<file path="src/rtl/vmem_pkg.sv">
// rtl/vmem_pkg.sv - shared encodings and sizing constants for the vector stream sequencer
package vmem_pkg;

  localparam int ADDR_W_DEF = 32;
  localparam int LEN_W_DEF  = 11;
  localparam int MAX_LEN    = 1024;

  typedef enum logic [1:0] {
    OP_ADD  = 2'b00,
    OP_SUB  = 2'b01,
    OP_MUL  = 2'b10,
    OP_PASS = 2'b11
  } op_e;

  typedef enum logic [1:0] {
    ST_IDLE  = 2'b00,
    ST_RUN   = 2'b01,
    ST_DRAIN = 2'b10,
    ST_DONE  = 2'b11
  } state_e;

endpackage

</file>
<file path="src/rtl/vmem_alu.sv">
// rtl/vmem_alu.sv - combinational element operation (add, sub, low-word mul, pass A)
module vmem_alu
  import vmem_pkg::*;
#(
  parameter int W = ADDR_W_DEF
) (
  input  op_e          op,
  input  logic [W-1:0] a,
  input  logic [W-1:0] b,
  output logic [W-1:0] result
);

  // All results wrap naturally at W bits; no carry or overflow is reported
  always_comb begin
    result = a;
    case (op)
      OP_ADD:  result = a + b;
      OP_SUB:  result = a - b;
      OP_MUL:  result = a * b;
      OP_PASS: result = a;
      default: result = a;
    endcase
  end

endmodule

</file>
<file path="src/rtl/vmem_stream_seq.sv">
// rtl/vmem_stream_seq.sv - streams C += op(A, B) over a vector, one element per clock
module vmem_stream_seq
  import vmem_pkg::*;
#(
  parameter int ADDR_W = ADDR_W_DEF,
  parameter int LEN_W  = LEN_W_DEF
) (
  input  logic              clk,
  input  logic              reset,
  input  logic              start,
  input  logic [1:0]        op,
  input  logic [LEN_W-1:0]  len,
  input  logic [ADDR_W-1:0] base_a,
  input  logic [ADDR_W-1:0] base_b,
  input  logic [ADDR_W-1:0] base_c,
  input  logic [ADDR_W-1:0] rv_a,
  input  logic [ADDR_W-1:0] rv_b,
  output logic [ADDR_W-1:0] addr_a,
  output logic [ADDR_W-1:0] addr_b,
  output logic [ADDR_W-1:0] addr_c,
  output logic [ADDR_W-1:0] wd,
  output logic              we,
  output logic              busy,
  output logic              done
);

  localparam logic [LEN_W-1:0]  MAX_LEN_L = LEN_W'(MAX_LEN);
  localparam logic [ADDR_W-1:0] WORD_MASK = ~ADDR_W'(3);

  state_e             state_q, state_d;
  op_e                op_q, op_d;
  logic [ADDR_W-1:0]  base_a_q, base_a_d, base_b_q, base_b_d, base_c_q, base_c_d;
  logic [LEN_W-1:0]   len_q, len_d, idx_q, idx_d;
  logic               wr_valid_q, wr_valid_d;
  logic [ADDR_W-1:0]  wd_q, wd_d, addr_c_q, addr_c_d;
  logic [ADDR_W-1:0]  offset, alu_result;
  logic [LEN_W-1:0]   len_clamped;
  logic               launch;

  assign launch      = (state_q == ST_IDLE) && start;
  assign len_clamped = (len > MAX_LEN_L) ? MAX_LEN_L : len;
  assign offset      = ADDR_W'(idx_q) << 2;

  vmem_alu #(.W(ADDR_W)) u_alu (
    .op     (op_q),
    .a      (rv_a),
    .b      (rv_b),
    .result (alu_result)
  );

  // State register
  always_ff @(posedge clk or posedge reset) begin
    if (reset) state_q <= ST_IDLE;
    else       state_q <= state_d;
  end

  // Next state: empty vectors skip straight to DONE; the last issued element moves to DRAIN
  always_comb begin
    state_d = state_q;
    case (state_q)
      ST_IDLE:  if (start) state_d = (len_clamped == '0) ? ST_DONE : ST_RUN;
      ST_RUN:   if (idx_q == len_q - LEN_W'(1)) state_d = ST_DRAIN;
      ST_DRAIN: state_d = ST_DONE;
      ST_DONE:  state_d = ST_IDLE;
      default:  state_d = ST_IDLE;
    endcase
  end

  // Outputs: read addresses only while issuing, zero otherwise
  always_comb begin
    busy   = 1'b0;
    done   = 1'b0;
    addr_a = '0;
    addr_b = '0;
    case (state_q)
      ST_RUN: begin
        busy   = 1'b1;
        addr_a = base_a_q + offset;
        addr_b = base_b_q + offset;
      end
      ST_DRAIN: busy = 1'b1;
      ST_DONE:  done = 1'b1;
      default:  ;
    endcase
  end

  assign we     = wr_valid_q;
  assign wd     = wd_q;
  assign addr_c = addr_c_q;

  // Datapath next values: latch the job on launch, then register one result per RUN cycle
  always_comb begin
    op_d       = op_q;
    base_a_d   = base_a_q;
    base_b_d   = base_b_q;
    base_c_d   = base_c_q;
    len_d      = len_q;
    idx_d      = idx_q;
    wr_valid_d = 1'b0;
    wd_d       = '0;
    addr_c_d   = '0;
    if (launch) begin
      op_d     = op_e'(op);
      base_a_d = base_a & WORD_MASK;
      base_b_d = base_b & WORD_MASK;
      base_c_d = base_c & WORD_MASK;
      len_d    = len_clamped;
      idx_d    = '0;
    end
    if (state_q == ST_RUN) begin
      idx_d      = idx_q + LEN_W'(1);
      wr_valid_d = 1'b1;
      wd_d       = alu_result;
      addr_c_d   = base_c_q + offset;
    end
  end

  // Datapath registers; reset discards any write still in the pipeline
  always_ff @(posedge clk or posedge reset) begin
    if (reset) begin
      op_q       <= OP_ADD;
      base_a_q   <= '0;
      base_b_q   <= '0;
      base_c_q   <= '0;
      len_q      <= '0;
      idx_q      <= '0;
      wr_valid_q <= 1'b0;
      wd_q       <= '0;
      addr_c_q   <= '0;
    end else begin
      op_q       <= op_d;
      base_a_q   <= base_a_d;
      base_b_q   <= base_b_d;
      base_c_q   <= base_c_d;
      len_q      <= len_d;
      idx_q      <= idx_d;
      wr_valid_q <= wr_valid_d;
      wd_q       <= wd_d;
      addr_c_q   <= addr_c_d;
    end
  end

endmodule

</file>
<file path="config.mk">
export PLATFORM = sky130hd
export DESIGN_NAME = vmem_stream_seq
export DESIGN_NICKNAME = d
export VERILOG_FILES = /design/src/rtl/vmem_pkg.sv /design/src/rtl/vmem_alu.sv /design/src/rtl/vmem_stream_seq.sv
export SDC_FILE = /design/constraint.sdc
export NUM_CORES = 2
export LEC_CHECK = 0
export CAP_MARGIN = 10
export CORE_ASPECT_RATIO = 0.7
export CORE_MARGIN = 1.5
export CORE_UTILIZATION = 40
export CTS_CLUSTER_SIZE = 8
export DETAILED_ROUTE_END_ITERATION = 12
export SLEW_MARGIN = 10
export SYNTH_ARGS = -nofsm -noshare
export SYNTH_HDL_FRONTEND = slang
export SYNTH_SLANG_ARGS = --single-unit
</file>
<file path="constraint.sdc">
create_clock -name clk -period 13.5 [get_ports clk]
set_input_delay 2.7 -clock clk [delete_from_list [all_inputs] [get_ports clk]]
set_output_delay 2.7 -clock clk [all_outputs]
set_load 0.03 [all_outputs]
</file>
==> results_dict.tcl <==
set metrics [dict create \
    cts_resized 0 \
    synth_common_cells "inv_1 (418), fa_1 (412), nand2_1 (329)" \
    pre_cts_ws_ps 2330 \
    grt_antenna_before_repair 9 \
    synth_top_area_share_pct 29.6 \
    path_clk_slew_ps 70 \
    htree_levels 4 \
    grt_pass1_vias 22284 \
    syn_inst 3063 \
    synth_compound_area_share_pct 8.95 \
    setup_violations 0 \
    die_area_mm2 0.0712 \
    wl_um 85800 \
    final_hold_viol_count 0 \
    synth-simple-area-share_pct 17.8 \
    ys_seq_area_share_pct 16.1 \
    cts_buffers 17 \
    nNetsFinal 4052 \
    holdWs_ps 518 \
    setup_slack_ps 2620 \
    synth.area.mux_share_pct 4.24 \
    ant_nets 0 \
    path_class "input port to flip-flop" \
    wl_per_cell_um 20.5 \
    vias 21952 \
    synth_seq_cells 179 \
    synth.area.top_cells "fa_1 (30%), dfrtp_1 (16%), ha_1 (8.8%)" \
    synth_top_family_by_area "adder cells" \
    postCtsSetupRepairBufs 0 \
    ys.warnings.count 0 \
    endpoint_kind "flip-flop" \
    whs_path_depth 1 \
    synth_edf_count 0 \
    ioPinCount 307 \
    die_x_um 318 \
    tightest_slew_ps 1060 \
    track_usage_pct 24.6 \
    final_area_mm2 0.0323 \
    cp.required_ps 13790 \
    clock_sinks 179 \
    grt-ovfl-total 0 \
    finalCritPeriodShare_pct 80.6 \
    hpwl_um 66100 \
    place_area_mm2 0.0317 \
    die_h_um 224 \
    port_buffers 294 \
    drv_slew 0 \
    hold_path_class "flip-flop to flip-flop" \
    root_buffer "clkbuf_16" \
    drc 0 \
    via_per_inst 5.24 \
    syn-cell-area_mm2 0.0279 \
    min_period_ps 10880 \
    drtPass1Iterations 7 \
    tns_ps 0 \
    fin_worst_skew_ps 15.4 \
    syn_to_final_growth_pct 16.0 \
    clock_latency_ps 460 \
    status "completed" \
    synthFlopType "dfrtp_1" \
    cp-start-kind "input port" \
    globalplace.congestion 0.905 \
    ys_types 65 \
    rows 80 \
    avgSynthCellArea_um2 9.09 \
    arrival_ps 11170 \
    holdBufCountCts 0 \
    cts_buffer_depth 2 \
    synthArstFlopShare_pct 100 \
    synthAdderAreaFrac_pct 38.4 \
    yosys.area.top_type "fa_1" \
    ff2ff_path_depth 15 \
    maxCapViolCount 0 \
    grt_pass1_wl_um 135000 \
    fmax_mhz 91.9 \
    synth_xor_area_share_pct 6.50 \
    core_area_mm2 0.0685 \
    initial_utilization_pct 40.7 \
    cts_tree "yes" \
    slew_headroom_pct 29.0 \
    drt_iter0_drc 1619 \
    grt_max_degree 83 \
    synthMostInstantiatedCell "inv_1" \
    cp_max_fo 17 \
    drive_above_1_share_pct 6.28 \
    rsz0062_at_grt "false" \
]
==> placed cells by master (no fill, tap or decap), types with 17 or more instances in the layout <==
master           instances
xor2_1                  90
nor2_1                 144
dfrtp_1                178
clkbuf_16               17
xnor2_1                114
nor3_1                  22
fa_1                   412
a21oi_1                 96
o211ai_1                28
and2_1                 320
inv_1                  416
and3_1                  17
ha_1                   195
buf_4                   53
nand4_1                 20
nand2b_1                28
nand3_1                 42
a211oi_1                19
o31ai_1                 18
nand2_1                328
mux2_2                  95
clkdlybuf4s50_1        288
a21o_1                  36
or3_1                   27
o21ai_0                102
==> stage by stage <==
stage                     std cells  utilization, %
after CTS                      4183            47.1
after global routing           4186            47.2
after floorplan                3068               -
final                          4191            47.2
after global placement         4151            46.3
after detailed placement       4151            46.3
==> cells by family after synthesis <==
logic type / Yosys count
xor+xnor: 205
other cells: 1
simple gates: 986
fa+ha+maj: 608
flops: 179
buf+inv: 585
mux: 106
compound gates: 393
==> registers in the layout, indices dropped and copies added (netlist names), 11 cells and up <==
name	count
idx_q	11
wd	32
addr_c	30
base_b_q	30
base_a_q	30
base_c_q	30
len_q	11
==> layer usage <==
layer	vias to the layer above	wire length, um	global-route usage (%)
li1	10137	-	-
met1	11079	41700	37.7
met2	677	37300	37.0
met3	59	5860	4.13
met4	0	992	3.64
met5	-	0	0
==> worst max-delay path, stage by stage <==
cell,delay [ps]
clkdlybuf4s50_1,880
buf_4,440
and2_1,200
fa_1,560
fa_1,440
fa_1,520
inv_1,50
fa_1,470
inv_1,50
fa_1,480
fa_1,560
fa_1,430
fa_1,460
ha_1,220
or3_1,400
o21bai_1,230
a41oi_1,340
o21ai_0,350
o41ai_1,550
nand2_1,80
o21ai_0,100
a221oi_1,120
a211oi_1,520
==> path summary, 6_finish.rpt <==
check	end	slack, ps	from
max	wd[29]	2620	rv_b[5]
min	base_b_q[10]	520	base_b_q[10]
max reg2reg	wd[29]	7900	op_q[1]
min reg2reg	base_b_q[10]	520	base_b_q[10]
max in group asynchronous	op_q[1]	8830	reset
min in group asynchronous	wd[1]	2650	reset
==> layout make-up <==
class                   count  area [um2]
inverters                 419        1580
clock inverters            14         160
fillers                  6622       36200
flip-flops and latches    179        4480
clock buffers              18         439
repair buffers            347        3310
diodes                      8        20.0
well taps                 902        1130
multi-input cells        2304       21200
Power is left out: the tool's default activity adds up to more than one toggle a clock period on the data nets, which glitch-free logic cannot reach.
